### config.mk
export PLATFORM = sky130hd
export DESIGN_NAME = leaf_rx_port_flat
export DESIGN_NICKNAME = d
export VERILOG_FILES = /design/src/rtl/bft_pkg.sv /design/src/rtl/leaf_rx_port_if.sv /design/src/rtl/leaf_rx_fifo.sv /design/src/rtl/leaf_rx_port.sv /design/src/flat_wrapper.sv
export SDC_FILE = /design/constraint.sdc
export NUM_CORES = 2
export LEC_CHECK = 0
export CORE_MARGIN = 2
export CORE_UTILIZATION = 45
export CTS_BUF_LIST = sky130_fd_sc_hd__clkbuf_8
export DETAILED_ROUTE_END_ITERATION = 6
export PLACE_DENSITY = 0.72
export SLEW_MARGIN = 15
export SYNTH_ARGS = -nofsm -noshare
export SYNTH_HDL_FRONTEND = slang
export SYNTH_SLANG_ARGS = --single-unit
### constraint.sdc
create_clock -name clk -period 3.2 [get_ports clk]
set_input_delay 0.64 -clock clk [delete_from_list [all_inputs] [get_ports clk]]
set_output_delay 0.64 -clock clk [all_outputs]
set_load 0.01 [all_outputs]
### src/rtl/bft_pkg.sv
// Shared BFT packet definitions: field positions, packet struct and builder.
package bft_pkg;

    localparam int VALID_BIT = 48;
    localparam int LEAF_MSB  = 47;
    localparam int LEAF_LSB  = 43;
    localparam int PORT_MSB  = 42;
    localparam int PORT_LSB  = 39;
    localparam int ADDR_MSB  = 38;
    localparam int ADDR_LSB  = 32;

    typedef struct packed {
        logic        valid;
        logic [4:0]  leaf;
        logic [3:0]  port;
        logic [6:0]  addr;
        logic [31:0] payload;
    } bft_packet_t;

    function automatic bft_packet_t mk_packet(input logic [4:0]  leaf,
                                              input logic [3:0]  port,
                                              input logic [6:0]  addr,
                                              input logic [31:0] payload);
        bft_packet_t p;
        p.valid   = 1'b1;
        p.leaf    = leaf;
        p.port    = port;
        p.addr    = addr;
        p.payload = payload;
        return p;
    endfunction

endpackage

### src/rtl/leaf_rx_port_if.sv
// Payload stream toward the user kernel (vld/ack handshake).
interface leaf_rx_port_if
    import bft_pkg::*;
#(
    parameter int PAYLOAD_BITS = 32
);
    logic [PAYLOAD_BITS-1:0] dout_leaf_interface2user;
    logic                    vld_interface2user;
    logic                    ack_user2interface;

    modport master (
        output dout_leaf_interface2user,
        output vld_interface2user,
        input  ack_user2interface
    );

    modport slave (
        input  dout_leaf_interface2user,
        input  vld_interface2user,
        output ack_user2interface
    );
endinterface

### src/rtl/leaf_rx_fifo.sv
// First-word-fall-through circular FIFO; a pop frees a slot for a same-cycle push.
module leaf_rx_fifo #(
    parameter int WIDTH     = 32,
    parameter int ADDR_BITS = 7
) (
    input  logic             clk,
    input  logic             reset,
    input  logic             push,
    input  logic [WIDTH-1:0] din,
    input  logic             pop,
    output logic [WIDTH-1:0] dout,
    output logic             full,
    output logic             empty
);
    localparam int DEPTH = 2 ** ADDR_BITS;

    logic [WIDTH-1:0] mem [DEPTH];
    logic [ADDR_BITS:0] wr_ptr;
    logic [ADDR_BITS:0] rd_ptr;
    logic do_push;
    logic do_pop;

    assign empty   = (wr_ptr == rd_ptr);
    assign full    = (wr_ptr[ADDR_BITS] != rd_ptr[ADDR_BITS]) &&
                     (wr_ptr[ADDR_BITS-1:0] == rd_ptr[ADDR_BITS-1:0]);
    assign do_pop  = pop && !empty;
    assign do_push = push && (!full || do_pop);
    assign dout    = empty ? '0 : mem[rd_ptr[ADDR_BITS-1:0]];

    // Pointer update; both pointers may advance in the same cycle.
    always_ff @(posedge clk) begin
        if (reset) begin
            wr_ptr <= '0;
            rd_ptr <= '0;
        end else begin
            if (do_push) wr_ptr <= wr_ptr + 1'b1;
            if (do_pop)  rd_ptr <= rd_ptr + 1'b1;
        end
    end

    // Storage write; contents need no reset since empty masks the head.
    always_ff @(posedge clk) begin
        if (do_push) mem[wr_ptr[ADDR_BITS-1:0]] <= din;
    end
endmodule

### src/rtl/leaf_rx_port.sv
// BFT leaf receive port: address filter, payload FIFO, drop/overflow status, credit return.
module leaf_rx_port
    import bft_pkg::*;
#(
    parameter int PACKET_BITS           = 49,
    parameter int PAYLOAD_BITS          = 32,
    parameter int NUM_LEAF_BITS         = 5,
    parameter int NUM_PORT_BITS         = 4,
    parameter int NUM_ADDR_BITS         = 7,
    parameter int NUM_BRAM_ADDR_BITS    = 7,
    parameter int FREESPACE_UPDATE_SIZE = 64,
    parameter int LEAF_ID               = 2,
    parameter int PORT_ID               = 1,
    parameter int SRC_LEAF              = 0,
    parameter int SRC_PORT              = 1
) (
    input  logic                   clk,
    input  logic                   reset,
    input  logic [PACKET_BITS-1:0] din_leaf_bft2interface,
    output logic [PACKET_BITS-1:0] dout_credit,
    input  logic                   resend,
    leaf_rx_port_if.master         user,
    output logic                   overflow,
    output logic [15:0]            drop_cnt
);
    localparam int PORT_LSB_P = PAYLOAD_BITS + NUM_ADDR_BITS;
    localparam int LEAF_LSB_P = PORT_LSB_P + NUM_PORT_BITS;
    localparam int UPD_BITS   = $clog2(FREESPACE_UPDATE_SIZE);

    logic                     r_valid;
    logic [NUM_LEAF_BITS-1:0] r_leaf;
    logic [NUM_PORT_BITS-1:0] r_port;
    logic [PAYLOAD_BITS-1:0]  r_payload;

    logic hit;
    logic miss;
    logic pop;
    logic full;
    logic empty;
    logic [31:0]            consumed;
    logic [31:0]            consumed_nxt;
    logic                   credit_due;
    logic [PACKET_BITS-1:0] credit_pkt;
    logic [PACKET_BITS-1:0] last_credit;

    // Input register stage; the address field is not needed and not kept.
    always_ff @(posedge clk) begin
        if (reset) begin
            r_valid   <= 1'b0;
            r_leaf    <= '0;
            r_port    <= '0;
            r_payload <= '0;
        end else begin
            r_valid   <= din_leaf_bft2interface[PACKET_BITS-1];
            r_leaf    <= din_leaf_bft2interface[LEAF_LSB_P +: NUM_LEAF_BITS];
            r_port    <= din_leaf_bft2interface[PORT_LSB_P +: NUM_PORT_BITS];
            r_payload <= din_leaf_bft2interface[PAYLOAD_BITS-1:0];
        end
    end

    assign hit  = r_valid && (r_leaf == NUM_LEAF_BITS'(LEAF_ID)) &&
                  (r_port == NUM_PORT_BITS'(PORT_ID));
    assign miss = r_valid && !hit;
    assign pop  = user.ack_user2interface && !empty;

    leaf_rx_fifo #(
        .WIDTH     (PAYLOAD_BITS),
        .ADDR_BITS (NUM_BRAM_ADDR_BITS)
    ) u_fifo (
        .clk   (clk),
        .reset (reset),
        .push  (hit),
        .din   (r_payload),
        .pop   (pop),
        .dout  (user.dout_leaf_interface2user),
        .full  (full),
        .empty (empty)
    );

    assign user.vld_interface2user = !empty;

    // Sticky overflow and saturating misaddress counter.
    always_ff @(posedge clk) begin
        if (reset) begin
            overflow <= 1'b0;
            drop_cnt <= '0;
        end else begin
            if (hit && full && !pop) overflow <= 1'b1;
            if (miss && (drop_cnt != '1)) drop_cnt <= drop_cnt + 16'd1;
        end
    end

    assign consumed_nxt = consumed + 32'd1;
    assign credit_due   = pop && (consumed_nxt[UPD_BITS-1:0] == '0);
    assign credit_pkt   = {1'b1, NUM_LEAF_BITS'(SRC_LEAF), NUM_PORT_BITS'(SRC_PORT),
                           {NUM_ADDR_BITS{1'b0}}, PAYLOAD_BITS'(consumed_nxt)};

    // Consumption counter and credit emission; a due credit supersedes a resend.
    always_ff @(posedge clk) begin
        if (reset) begin
            consumed    <= '0;
            last_credit <= '0;
            dout_credit <= '0;
        end else begin
            if (pop) consumed <= consumed_nxt;
            if (credit_due) begin
                dout_credit <= credit_pkt;
                last_credit <= credit_pkt;
            end else if (resend) begin
                dout_credit <= last_credit;
            end else begin
                dout_credit <= '0;
            end
        end
    end
endmodule

### src/flat_wrapper.sv
// flat-port wrapper written by rule: the top's interface ports become plain ports
module leaf_rx_port_flat import bft_pkg::*;
#(
    parameter int PACKET_BITS           = 49,
    parameter int PAYLOAD_BITS          = 32,
    parameter int NUM_LEAF_BITS         = 5,
    parameter int NUM_PORT_BITS         = 4,
    parameter int NUM_ADDR_BITS         = 7,
    parameter int NUM_BRAM_ADDR_BITS    = 7,
    parameter int FREESPACE_UPDATE_SIZE = 64,
    parameter int LEAF_ID               = 2,
    parameter int PORT_ID               = 1,
    parameter int SRC_LEAF              = 0,
    parameter int SRC_PORT              = 1
)
  (clk, reset, din_leaf_bft2interface, dout_credit, resend, overflow, drop_cnt, user_dout_leaf_interface2user, user_vld_interface2user, user_ack_user2interface);
  leaf_rx_port_if #(.PAYLOAD_BITS(PAYLOAD_BITS)) user_i ();
  input  logic clk;
  input  logic reset;
  input  logic [PACKET_BITS-1:0] din_leaf_bft2interface;
  output logic [PACKET_BITS-1:0] dout_credit;
  input  logic resend;
  output logic overflow;
  output logic [15:0] drop_cnt;
  output wire logic [$bits(user_i.dout_leaf_interface2user)-1:0] user_dout_leaf_interface2user;
  output wire logic [$bits(user_i.vld_interface2user)-1:0] user_vld_interface2user;
  input wire logic [$bits(user_i.ack_user2interface)-1:0] user_ack_user2interface;
  assign user_dout_leaf_interface2user = user_i.dout_leaf_interface2user;
  assign user_vld_interface2user = user_i.vld_interface2user;
  assign user_i.ack_user2interface = user_ack_user2interface;
  leaf_rx_port #(.PACKET_BITS(PACKET_BITS), .PAYLOAD_BITS(PAYLOAD_BITS), .NUM_LEAF_BITS(NUM_LEAF_BITS), .NUM_PORT_BITS(NUM_PORT_BITS), .NUM_ADDR_BITS(NUM_ADDR_BITS), .NUM_BRAM_ADDR_BITS(NUM_BRAM_ADDR_BITS), .FREESPACE_UPDATE_SIZE(FREESPACE_UPDATE_SIZE), .LEAF_ID(LEAF_ID), .PORT_ID(PORT_ID), .SRC_LEAF(SRC_LEAF), .SRC_PORT(SRC_PORT)) u_core (.clk(clk), .reset(reset), .din_leaf_bft2interface(din_leaf_bft2interface), .dout_credit(dout_credit), .resend(resend), .user(user_i), .overflow(overflow), .drop_cnt(drop_cnt));
endmodule
==> flow_summary.toml <==
[status]
status = "finished, violations left"
violations = "setup timing"

[clock_tree]
h-tree-depth = 6
cts-root-buf = "clkbuf_8"
cts.sinks = 4276
cts_max_path_buffers = 4
numCtsBuffers = 660
cts_tree = "done"
clock_latency_ps = 1230
clkTransAtPathRegs_ps = 60

[floorplan]
die_area_sq_mm = 0.3715
core_region_area_sq_mm = 0.3653
initial_core_util_pct = 45.17
die_h_um = 609.5
pin_count = 152
die_x_um = 609.5
num_rows = 222

[global_routing]
antenna_found_initial = 21
overflow = 0
track_usage_pct = 24.59
grt_pass1_wl_mm = 660.5
grt_max_degree = 129
first_global_vias = 92908

[layout]
drive_gt1_share_pct = 34.17
area_delta_synth_final_pct = 22.21
layout_commonest_cell = "edfxtp_1"
final_nets = 9904
postLayoutCellArea_sq_mm = 0.2016
mostFrequentLayoutCells = "edfxtp_1 (4,096), mux4_2 (823), clkbuf_8 (674), buf_4 (649), nand3_1 (600)"
final_core_util_pct = 55.20

[yosys]
ys_warn_count = 0
synth-async-reset-ratio_pct = 0
ys.flop_type = "edfxtp_1"
ys_seq_elements = 4276
synth_cell_type_count = 71
syn_inst = 8311
syn_area_sq_mm = 0.1650
synth_edf_count = 4096
seq_area_frac_synth_pct = 76.73
syn_avg_cell_area_sq_um = 19.85

[setup_path]
r2r_start = "u_core.u_fifo.rd_ptr[4]$_SDFFE_PP0N_"
crit_slowest_cell = "mux4_2"
setup.worst_path.start_class = "flip-flop"
r2r-end = "u_core.u_fifo.mem[17][1]$_DFFE_PP_"
cp_max_fo = 7
arrival_ps = 4210
critPathBufInv = 9
criticalPathCategory = "flip-flop to output port"
cp_top_family = "buffers and inverters"
cp.required_ps = 2560
endpoint_kind = "output port"
critical-path-max-stage-delay_ps = 500
cp_cell_sequence = "buf_12 > buf_12 > buf_16 > buf_12 > buf_12 > buf_6 > mux4_2 > nand3_2 > nand4_1 > buf_6 > nor4_4 > buf_4 > a31oi_4 > buf_6"
rr_worst_depth = 10
reg2reg_slack_ps = 230
cp.depth = 14
critical_path.most_common_cell = "buf_12"

[timing]
hold_viol = 0
final-setup-viol-count = 33
timing.fmax_ghz = 0.2063
max_slew.worst_pin.slew_ps = 1277
setup_ws_ps = -1647
final_max_slew_viol_count = 0
hold_slack_ps = 140.0
relSlewSlack_pct = 14.84
rsz0062_at_grt = "true"
finClkSkew_ps = 72.35
fin_crit_ps = 4847
min_period_over_period_pct = 151.5
fin_tns_setup_ps = -49690

[power_and_ir_drop]
power_density_mw_per_mm2 = 522.8
finalPower_mw = 105.4
total_leakage_power_nw = 69.05
ir_worst_vdd_mv = 0.4205

[routing]
wire_per_inst_um = 30.83
drt_iter0_drc = 13814
via_count = 93327
first_pass_iters = 6
wl_mm = 468.1
final_antenna_net_count = 0
drc = 0
via_per_inst = 6.147

[min_path]
hold_class = "input port to flip-flop"
min_from = "din_leaf_bft2interface[30]"
hold_end = "u_core.r_payload[30]$_SDFF_PP0_"
holdPathStages = 2

[placed_design]
gp_congestion = 0.8945
io_buffers = 129
placed_area_sq_mm = 0.1841
hpwl_mm = 281.4

[flow_run]
drv_cap = 0
[state kept, by name (all words and copies together) (netlist names), named ones only]
| register | count |
|---|---|
| u_core.u_fifo.rd_ptr | 8 |
| u_core.overflow | 1 |
| u_core.r_payload | 32 |
| u_core.consumed | 32 |
| u_core.u_fifo.wr_ptr | 8 |
| u_core.dout_credit | 33 |
| u_core.last_credit | 33 |
| u_core.r_valid | 1 |
| u_core.r_port | 4 |
| u_core.r_leaf | 5 |
| u_core.drop_cnt | 16 |
| u_core.u_fifo.mem | 4096 |
[synth_stat cells, types with 5 or more instances]
cell type / number / area [sq um]
edfxtp_1: 4096 / 123000
mux4_2: 823 / 18540
nand3_1: 672 / 3363
clkbuf_1: 270 / 1013
nand4_1: 207 / 1295
mux2_2: 202 / 2275
nor2_1: 191 / 716.9
buf_2: 183 / 915.9
dfxtp_1: 180 / 3603
mux2i_1: 173 / 1732
nand3b_1: 125 / 938.4
nor2b_1: 119 / 744.5
nor3_1: 117 / 585.6
o21ai_0: 107 / 535.5
a21oi_1: 96 / 480.5
a211oi_1: 74 / 555.5
a22oi_1: 70 / 525.5
o22ai_1: 67 / 419.2
nor4_1: 57 / 356.6
buf_1: 52 / 195.2
buf_4: 50 / 375.4
nand2_1: 49 / 183.9
a31oi_1: 34 / 212.7
a311oi_1: 32 / 280.3
o211ai_1: 32 / 240.2
xnor2_1: 29 / 254.0
or3_1: 24 / 150.1
o31ai_1: 21 / 157.7
or4_1: 19 / 142.6
and3_1: 16 / 100.1
inv_1: 16 / 60.06
and2_1: 13 / 81.33
buf_6: 11 / 123.9
and4_1: 10 / 87.58
o31a_1: 7 / 61.31
ha_1: 5 / 62.56
nor4b_1: 5 / 43.79
[per-layer routing]
| layer | track usage (%) | share of wire (%) |
|---|---|---|
| met5 | 0 | 0.0094 |
| met4 | 11.04 | 4.9 |
| met3 | 5.729 | 12 |
| met2 | 38.99 | 47 |
| met1 | 32.51 | 36 |
[cell families after synthesis]
logic type / count (synthesis) / share of synthesized area [%]
flops: 4276 / 76.73
simple gates: 1654 / 5.525
mux: 1198 / 13.66
buf+inv: 585 / 1.636
compound gates: 559 / 2.231
xor+xnor: 33 / 0.1797
fa+ha+maj: 5 / 0.03791
other cells: 1 / 0.002273
[how the worst max path moves through the flow]
| stage | endpoint | slack, ps | start |
|---|---|---|---|
| final | user_dout_leaf_interface2user[20] | -1650 | flip-flop |
| after global routing | user_dout_leaf_interface2user[26] | -1690 | flip-flop |
| after floorplan | u_core.u_fifo.mem[90][0]$_DFFE_PP_ | -300 | u_core.r_leaf[0]$_SDFF_PP0_ |
| after CTS | user_dout_leaf_interface2user[24] | -1690 | flip-flop |
| after detailed placement | user_dout_leaf_interface2user[11] | -1590 | flip-flop |
| after global placement | user_dout_leaf_interface2user[29] | -1960 | flip-flop |
[metrics by stage]
step	cells	worst slack (ps)
2_1_floorplan	8325	-299.9
3_3_place_gp	13738	-1961
3_5_place_dp	13742	-1591
4_1_cts	15089	-1689
5_1_grt	15180	-1688
6_report	15183	-1647
[area by class of cell]
| class | instances | area [sq um] |
|---|---|---|
| Antenna cell | 6 | 15.01 |
| Clock buffer | 674 | 9276 |
| Clock inverter | 503 | 2850 |
| Fill cell | 26145 | 163600 |
| Inverter | 16 | 62.56 |
| Multi-Input combinational cell | 3464 | 38590 |
| Sequential cell | 4276 | 126800 |
| Tap cell | 4816 | 6026 |
| Timing Repair Buffer | 1428 | 18060 |
[worst reg2reg max path, delay by kind of cell, from the launching register on]
kind	cells	cell delay [ps]
AND/OR/NAND/NOR	3	1030
buffers and inverters	5	960
flip-flops	1	380
XOR/XNOR	1	150
AO/OA/AOI/OAI	1	100
[power breakdown]
part,switching [mW],internal [mW],total [mW]
registers,0.488,61.3,61.8
logic,0.730,0.299,1.03
clock network,21.5,21.1,42.6
[timing repair]
| action | in CTS | in global routing |
|---|---|---|
| resized for setup | 463 | 189 |
| hold endpoints to repair | 73 | 0 |
| hold buffers | 41 | 0 |
| cloned | 23 | 2 |
| endpoints found under the setup margin | 33 | 33 |
| setup buffers | 115 | 99 |
| pin swaps | 129 | 118 |
No activity file was read; power rests on OpenSTA's default activity.
